--- config.mk ---
export PLATFORM = sky130hd
export DESIGN_NAME = warp_xwb
export DESIGN_NICKNAME = d
export VERILOG_FILES = /design/src/rtl/warp_xwb_pkg.sv /design/src/rtl/warp_xwb_fifo.sv /design/src/rtl/warp_xwb.sv
export SDC_FILE = /design/constraint.sdc
export NUM_CORES = 1
export LEC_CHECK = 0
export BUFFER_PORTS_ARGS = -buffer_cell sky130_fd_sc_hd__buf_4
export CORE_AREA = 2 2 162 164
export DETAILED_ROUTE_END_ITERATION = 8
export DIE_AREA = 0 0 164 166
export PLACE_DENSITY = 0.82
export SLEW_MARGIN = 20
export SYNTH_ARGS = -nofsm -noshare
export SYNTH_HDL_FRONTEND = slang
export SYNTH_SLANG_ARGS = --single-unit
--- constraint.sdc ---
create_clock -name i_clk -period 17 [get_ports i_clk]
set_clock_uncertainty 0.05 [all_clocks]
set_input_delay 2.55 -clock i_clk [delete_from_list [all_inputs] [get_ports i_clk]]
set_output_delay 2.55 -clock i_clk [all_outputs]
set_load 0.1 [all_outputs]
--- src/rtl/warp_xwb_pkg.sv ---
// warp_xwb_pkg: shared widths, x0 index and writeback entry types
package warp_xwb_pkg;
    localparam int XLEN = 64;
    localparam int REG_AW = 5;
    localparam logic [REG_AW-1:0] X0 = '0;

    typedef struct packed {
        logic [REG_AW-1:0] rd;
        logic [XLEN-1:0] data;
    } wb_ent_t;

    typedef struct packed {
        logic wen;
        logic [REG_AW-1:0] addr;
        logic [XLEN-1:0] data;
    } wport_t;
endpackage

--- src/rtl/warp_xwb_fifo.sv ---
// warp_xwb_fifo: synchronous FIFO with occupancy count and combinational head
module warp_xwb_fifo #(
    parameter int DEPTH = 2,
    parameter int W = 8,
    localparam int AW = (DEPTH > 1) ? $clog2(DEPTH) : 1,
    localparam int CW = $clog2(DEPTH + 1)
) (
    input  logic          i_clk,
    input  logic          i_rst_n,
    input  logic          i_push,
    input  logic          i_pop,
    input  logic [W-1:0]  i_data,
    output logic [W-1:0]  o_head,
    output logic [CW-1:0] o_count
);
    logic [W-1:0] mem_q [DEPTH];
    logic [AW-1:0] rptr_q, wptr_q;
    logic [CW-1:0] cnt_q;

    always_ff @(posedge i_clk or negedge i_rst_n) begin
        if (!i_rst_n) begin
            rptr_q <= '0;
            wptr_q <= '0;
            cnt_q <= '0;
        end else begin
            if (i_push) wptr_q <= (wptr_q == AW'(DEPTH - 1)) ? '0 : wptr_q + 1'b1;
            if (i_pop) rptr_q <= (rptr_q == AW'(DEPTH - 1)) ? '0 : rptr_q + 1'b1;
            cnt_q <= cnt_q + CW'(i_push) - CW'(i_pop);
        end
    end

    // A push into a full FIFO is only issued alongside a pop, so overwriting the head slot is safe
    always_ff @(posedge i_clk) begin
        if (i_push) mem_q[wptr_q] <= i_data;
    end

    assign o_head = mem_q[rptr_q];
    assign o_count = cnt_q;
endmodule

--- src/rtl/warp_xwb.sv ---
// warp_xwb: merges arith, logic and buffered divider results onto two register-file write ports
module warp_xwb
    import warp_xwb_pkg::*;
#(
    parameter int DIV_DEPTH = 2
) (
    input  logic              i_clk,
    input  logic              i_rst_n,
    input  logic              i_arith_valid,
    input  logic [XLEN-1:0]   i_arith_result,
    input  logic [REG_AW-1:0] i_arith_rd,
    input  logic              i_logic_valid,
    input  logic [XLEN-1:0]   i_logic_result,
    input  logic [REG_AW-1:0] i_logic_rd,
    input  logic              i_div_valid,
    input  logic [XLEN-1:0]   i_div_quotient,
    input  logic [XLEN-1:0]   i_div_remainder,
    input  logic [REG_AW-1:0] i_div_rd,
    input  logic              i_div_rem,
    output logic              o_div_ready,
    output logic              o_rd1_wen,
    output logic [REG_AW-1:0] o_rd1_addr,
    output logic [XLEN-1:0]   o_rd1_wdata,
    output logic              o_rd2_wen,
    output logic [REG_AW-1:0] o_rd2_addr,
    output logic [XLEN-1:0]   o_rd2_wdata,
    output logic              o_overflow
);
    localparam int CW = $clog2(DIV_DEPTH + 1);

    wb_ent_t head, div_ent, d_ent;
    wport_t p1_d, p1_q, p2_d, p2_q;
    logic [CW-1:0] count;
    logic a_v, l_raw, l_v, div_v, empty, d_ok, d_wr, pop, push_try, push, ovf_q;

    always_comb begin
        a_v = i_arith_valid && i_arith_rd != X0;
        l_raw = i_logic_valid && i_logic_rd != X0;
        l_v = l_raw && !(a_v && i_logic_rd == i_arith_rd);
        div_v = i_div_valid && i_div_rd != X0;
        div_ent = '{i_div_rd, i_div_rem ? i_div_remainder : i_div_quotient};
        empty = count == '0;
        d_ent = empty ? div_ent : head;
        // D stalls at the head rather than racing an A/L write to the same register
        d_ok = (!empty || div_v) && !(a_v && d_ent.rd == i_arith_rd) && !(l_raw && d_ent.rd == i_logic_rd);
        d_wr = d_ok && !(a_v && l_v);
        pop = d_wr && !empty;
        push_try = div_v && !(d_wr && empty);
        push = push_try && (count < CW'(DIV_DEPTH) || pop);
        p1_d = a_v ? '{1'b1, i_arith_rd, i_arith_result} : d_wr ? '{1'b1, d_ent.rd, d_ent.data} : '0;
        p2_d = l_v ? '{1'b1, i_logic_rd, i_logic_result} : (d_wr && a_v) ? '{1'b1, d_ent.rd, d_ent.data} : '0;
    end

    warp_xwb_fifo #(.DEPTH(DIV_DEPTH), .W($bits(wb_ent_t))) u_fifo (
        .i_clk(i_clk),
        .i_rst_n(i_rst_n),
        .i_push(push),
        .i_pop(pop),
        .i_data(div_ent),
        .o_head(head),
        .o_count(count)
    );

    always_ff @(posedge i_clk or negedge i_rst_n) begin
        if (!i_rst_n) begin
            p1_q <= '0;
            p2_q <= '0;
            ovf_q <= 1'b0;
        end else begin
            p1_q <= p1_d;
            p2_q <= p2_d;
            ovf_q <= ovf_q | (push_try && !push);
        end
    end

    assign o_div_ready = count < CW'(DIV_DEPTH);
    assign o_rd1_wen = p1_q.wen;
    assign o_rd1_addr = p1_q.addr;
    assign o_rd1_wdata = p1_q.data;
    assign o_rd2_wen = p2_q.wen;
    assign o_rd2_addr = p2_q.addr;
    assign o_rd2_wdata = p2_q.data;
    assign o_overflow = ovf_q;
endmodule
; ---- After elaboration in Yosys (flattened, before gate mapping)
; Memories as Yosys holds them, arrays and structs flattened.
; Cells that the tools add are included.
[word_totals]
memories = 1
wordCells = 60
ramBits = 138
regBits = 145
[classes]
n_reduce_logical = 30
eq_ne = 3
mux = 10
add_sub_neg = 4
n_lt_le_gt_ge = 1
bitwise_logic = 1
[mem_list]
columns = memory, depth, width, read_ports, rd_ports_with_merged_regs, write_ports, line
row1 = u_fifo.mem_q, 2, 69, 1, 0, 1, warp_xwb_fifo.sv:16  ; logic [W-1:0] mem_q [DEPTH];
[op_table]
columns = operator, count
row1 = $mux 70, 4
row2 = $mux 69, 1
row3 = $mux 64, 1
row4 = $logic_and 1x1->1, 17
row5 = $eq 5x5->1, 3
row6 = $reduce_bool 5->1, 3
row7 = $logic_not 1->1, 7
row8 = $mux 1, 4
row9 = $add 1x1->1 const B, 2
row10 = $add 2x1->2, 1
row11 = $logic_not 2->1, 1
row12 = $logic_or 1x1->1, 2
row13 = $lt 2x2->1 const B, 1
row14 = $sub 2x1->2, 1
row15 = $or 1x1->1, 1

; ---- Depth between registers and ports, before layout
[depth]
depth_word = 15
depth_mapped = 16
mapped_depth_nobuf = 11

; ---- Cells and area by module
; A second synthesis with hierarchy kept.
[hier_totals]
cells_unflattened = 900
hier_area_um2 = 12902.4
[modules_own_cells]
columns = module, cells_per_inst, instances, area_each_um2, seq_area_each_um2
row1 = warp_xwb, 672, 1, 7384.6, 3528.4
row2 = warp_xwb_fifo, 228, 1, 5517.8, 4244.1

; ---- Worst setup path after synthesis
; No wires, ideal clock.
[synth_timing]
path_kind = input -> register
startpoint = input i_arith_rd[4]
endpoint = memory u_fifo.mem_q[0][0] in the netlist's numbering, enable pin
stages = 10
setup_time_ns = 0.691
required_time_ns = 16.259
path_slack_ns = 5.060
path_buffers = 3
arrival_ns = 11.199
cell_sequence = clkbuf_1 > o21ai_0 > mux2i_1 > o22ai_1 > or4_4 > nand3b_2 > buf_6 > buf_6 > nor2_1 > nor4b_1
[synth_between]
elab_chain_cells = 14
elab_cells_between_ends = 22
[synth_rtl]
columns = item, line
row1 = start: declaration, warp_xwb.sv:11  ; input logic [REG_AW-1:0] i_arith_rd,
row2 = $reduce_bool 5->1, warp_xwb.sv:37  ; a_v = i_arith_valid && i_arith_rd != X0;
row3 = $logic_and 1x1->1, warp_xwb.sv:37
row4 = $logic_and 1x1->1, warp_xwb.sv:39  ; l_v = l_raw && !(a_v && i_logic_rd == i_arith_rd);
row5 = $logic_not 1->1, warp_xwb.sv:39
row6 = $logic_and 1x1->1, warp_xwb.sv:39
row7 = $logic_and 1x1->1, warp_xwb.sv:46  ; d_wr = d_ok && !(a_v && l_v);
row8 = $logic_not 1->1, warp_xwb.sv:46
row9 = $logic_and 1x1->1 *, warp_xwb.sv:46
row10 = $logic_and 1x1->1, warp_xwb.sv:48  ; push_try = div_v && !(d_wr && empty);
row11 = $logic_not 1->1, warp_xwb.sv:48
row12 = $logic_and 1x1->1, warp_xwb.sv:48
row13 = $logic_and 1x1->1 *, warp_xwb.sv:49  ; push = push_try && (count < CW'(DIV_DEPTH) || pop);
row14 = $mux 1 *, warp_xwb_fifo.sv:34  ; if (i_push) mem_q[wptr_q] <= i_data;
row15 = $mux 1 (implied by the code) *, warp_xwb_fifo.sv:34
row16 = end: declaration, warp_xwb_fifo.sv:16
; Mark *: on every way between the ends. The rest lies on a longest branch, timed or not.

==> results.py <==
metrics = {
    "run_status": {
        "status": "completed",
    },
    "global_route": {
        "antenna_found_initial": 0,
        "grt_first_pass_wirelength_um": 52400,
        "grt_use_total_pct": 24.8,
        "grt_pass1_vias": 9605,
        "grt_remaining_overflow": 0,
        "grt_max_degree": 77,
    },
    "worst_setup_path": {
        "timing.critical_path.required_ns": 17.41,
        "rrSetupSlack_ns": 12.32,
        "crit_path_start_kind": "input pin",
        "critPathCaptureType": "flop",
        "reg2reg_depth": 8,
        "r2r_start": "u_fifo.o_count[1]",
        "path_class": "input pin to flop",
        "cp.arrival_ns": 6.43,
        "r2r-end": "o_rd2_wdata[5]",
        "cp_max_fo": 74,
    },
    "yosys": {
        "ys_seq_area_share_pct": 63.0,
        "synth_edf_count": 138,
        "syn_area_um2": 12300,
        "ys_dominant_reg_cell": "dfrtp_1",
        "synth-seq-cells": 283,
        "synthArstFlopShare_pct": 51.2,
        "syn_area_per_cell_um2": 12.2,
        "syn-num-nets": 1289,
        "yosysWarnings": 0,
        "synthCells": 1011,
        "yosysUniqueCellTypes": 40,
    },
    "pwr": {
        "p_switching_mw": 1.51,
        "p_clk_share_pct": 19.7,
        "vdd_ir_drop_max_mv": 0.148,
        "switching_share_pct": 47.9,
        "power.density_nw_per_um2": 190,
        "p_leak_nw": 7.39,
        "combPwrFrac_pct": 48.6,
        "power.share.sequential_pct": 31.7,
        "p_int_mw": 1.65,
    },
    "clock_tree": {
        "cts_hold_buf": 0,
        "numCtsBuffers": 29,
        "cts_setup_buffers": 0,
        "clockBufferDepth": 3,
        "worstSkewPairLatency_ns": 0.53,
        "clockRootBuffer": "clkbuf_16",
        "cts_tree": "built",
        "clock_sinks": 283,
        "cts_resized": 0,
        "clkSlewWorstSetupHoldPaths_ns": 0.06,
        "htreeDepth": 1,
    },
    "route": {
        "dr.pass1.iters": 5,
        "routed_wl_um": 34400,
        "first_iter_violations": 641,
        "drc_errors": 0,
        "wl_per_cell_um": 19.6,
        "ant_nets": 0,
        "post_drt_via_cell_ratio": 5.36,
        "vias": 9407,
    },
    "die": {
        "core_area_um2": 25600,
        "ios": 419,
        "dieArea_um2": 27200,
        "fp-row-count": 59,
        "die_w_um": 164,
        "die_h_um": 166,
        "start_util_pct": 48.2,
    },
    "place": {
        "globalplace.congestion": 0.833,
        "hpwlAfterDp_um": 23800,
        "placed_cell_area_um2": 15700,
        "place_ws_ns": 10.50,
        "numPortBuffers": 418,
    },
    "sta": {
        "fmax_mhz": 166,
        "setup_violations": 0,
        "rsz0062_at_grt": "no",
        "relSlewSlack_pct": 36.8,
        "fin_crit_sh_pct": 35.4,
        "fin_tns_setup_ns": 0,
        "maxSlewViolCount": 0,
        "finalHoldViolCount": 0,
        "worstMarginPinSlew_ns": 0.949,
        "fin_crit_ns": 6.03,
        "postLayoutSetupSlackWorst_ns": 10.97,
    },
    "finish": {
        "nFillCells": 1953,
        "area_growth_pct": 34.7,
        "drive_gt1_share_pct": 38.8,
        "final_area_um2": 16600,
        "nets": 1675,
        "antennaDiodeCount": 0,
    },
    "hold_path": {
        "hold_class": "flop to flop",
        "min_from": "o_overflow",
        "hold_depth": 1,
        "hold_end": "o_overflow",
    },
    "job": {
        "max_cap_viol_count": 0,
    },
}
[power groups by stage]
stage,clock [mW],combinational [mW],sequential (mW)
after floorplan,0,0.477,1.70
after global placement,0,1.51,1.01
after detailed placement,0,1.53,1.01
after CTS,0.632,1.54,1.00
after global routing,0.660,1.61,1.02
final,0.622,1.54,1.00
[worst max-delay path by stage]
stage                        startpoint                  to  slack, ns  cells past startpoint
after floorplan           i_arith_rd[4]  u_fifo.mem_q[0][0]       5.06                     10
after global placement    i_arith_rd[0]      o_rd2_wdata[5]      10.58                      8
after detailed placement  i_arith_rd[0]     o_rd2_wdata[13]      10.50                      8
after CTS                 i_arith_rd[0]      o_rd2_wdata[5]      11.01                      8
after global routing      i_arith_rd[0]     o_rd2_wdata[13]      10.78                      8
final                     i_arith_rd[0]      o_rd2_wdata[5]      10.97                      8
[synthesized netlist by cell type, types with 2 or more instances]
cell type / count / area share (%)
nand2_1: 209 / 6.4
o21ai_0: 151 / 6.1
dfrtp_1: 145 / 29
edfxtp_1: 138 / 34
mux2i_1: 77 / 6.2
a22o_1: 65 / 4.6
mux2_2: 64 / 5.8
clkbuf_1: 56 / 1.7
nor2_1: 14 / 0.43
xor2_1: 14 / 0.99
buf_6: 10 / 0.91
o21bai_1: 9 / 0.55
nor3_1: 6 / 0.24
a21oi_1: 5 / 0.20
buf_1: 5 / 0.15
buf_2: 4 / 0.16
o21a_1: 4 / 0.24
o22ai_1: 4 / 0.20
inv_1: 3 / 0.091
or4_1: 3 / 0.18
xnor2_1: 3 / 0.21
nand2b_1: 2 / 0.10
nor4b_1: 2 / 0.14
or2_1: 2 / 0.10
[registers in the layout (all words and copies together) (netlist names), 2 cells and up]
name            flops
o_rd2_wdata        64
o_rd1_wdata        64
u_fifo.o_count      2
o_rd2_addr          5
o_rd1_addr          5
u_fifo.mem_q      138
[worst max-delay path, stage by stage]
cell and delay [ns]:
buf_4 0.14, or4_1 0.60, o21a_2 0.25, a32oi_1 0.39, nand3b_4 0.71, nor2_4 0.93
buf_4 0.57, a22o_1 0.22
[cells by family after synthesis]
group,count (synthesis),share of synthesized area [%]
compound gates,245,12.4
buf+inv,79,3.08
mux,141,12.1
simple gates,245,8.13
fa+ha+maj,1,0.101
xor+xnor,17,1.21
flops,283,63.0
[cell type report]
cell class | instances | area, µm² | share of cell area [%]
clock buffer | 40 | 818 | 4.92
timing repair buffer | 431 | 3240 | 19.5
clock inverter | 13 | 128 | 0.768
tap | 335 | 419 | 2.52
inverter | 3 | 11.3 | 0.0677
sequential | 283 | 7780 | 46.8
multi-input combinational | 649 | 4230 | 25.4
[stage by stage]
| step | util, % | std cells | total power [mW] | hold WS, ns |
|---|---|---|---|---|
| finish | 64.9 | 1754 | 3.16 | 0.432 |
| global route | 64.9 | 1754 | 3.29 | 0.446 |
| CTS | 64.9 | 1754 | 3.17 | 0.436 |
| detailed placement | 61.2 | 1701 | 2.55 | 0.417 |
| global placement | 61.2 | 1701 | 2.52 | 0.423 |
| floorplan | - | 1011 | 2.18 | 0.510 |
[placed cells by master, fill, tap and decap left out, types with 2 or more instances in the layout]
| cell type | n |
|---|---|
| clkinv_2 | 6 |
| a22o_1 | 65 |
| o21a_1 | 2 |
| xnor2_1 | 3 |
| mux2_2 | 64 |
| mux2i_1 | 77 |
| xor2_1 | 14 |
| o21ai_0 | 151 |
| clkbuf_16 | 30 |
| nand2b_1 | 2 |
| clkbuf_8 | 3 |
| clkbuf_1 | 7 |
| inv_1 | 3 |
| clkinv_4 | 2 |
| nor3_1 | 6 |
| nor4b_2 | 2 |
| edfxtp_1 | 138 |
| dfrtp_1 | 144 |
| nor2_1 | 13 |
| or4_1 | 3 |
| o22ai_1 | 4 |
| buf_4 | 430 |
| or2_1 | 2 |
| bufinv_16 | 2 |
| a21oi_1 | 5 |
| nor2_4 | 2 |
| o21a_2 | 2 |
| nand2_1 | 209 |
| o21bai_1 | 9 |
[per-layer routing]
layer | wire length, µm | track usage, % | share of wire [%]
met1 | 13000 | 30.2 | 38
met3 | 2480 | 4.52 | 7.2
met4 | 1120 | 7.93 | 3.2
met5 | 0 | 0 | 0
met2 | 17800 | 44.3 | 52
No activity file was read; power rests on OpenSTA's default activity.
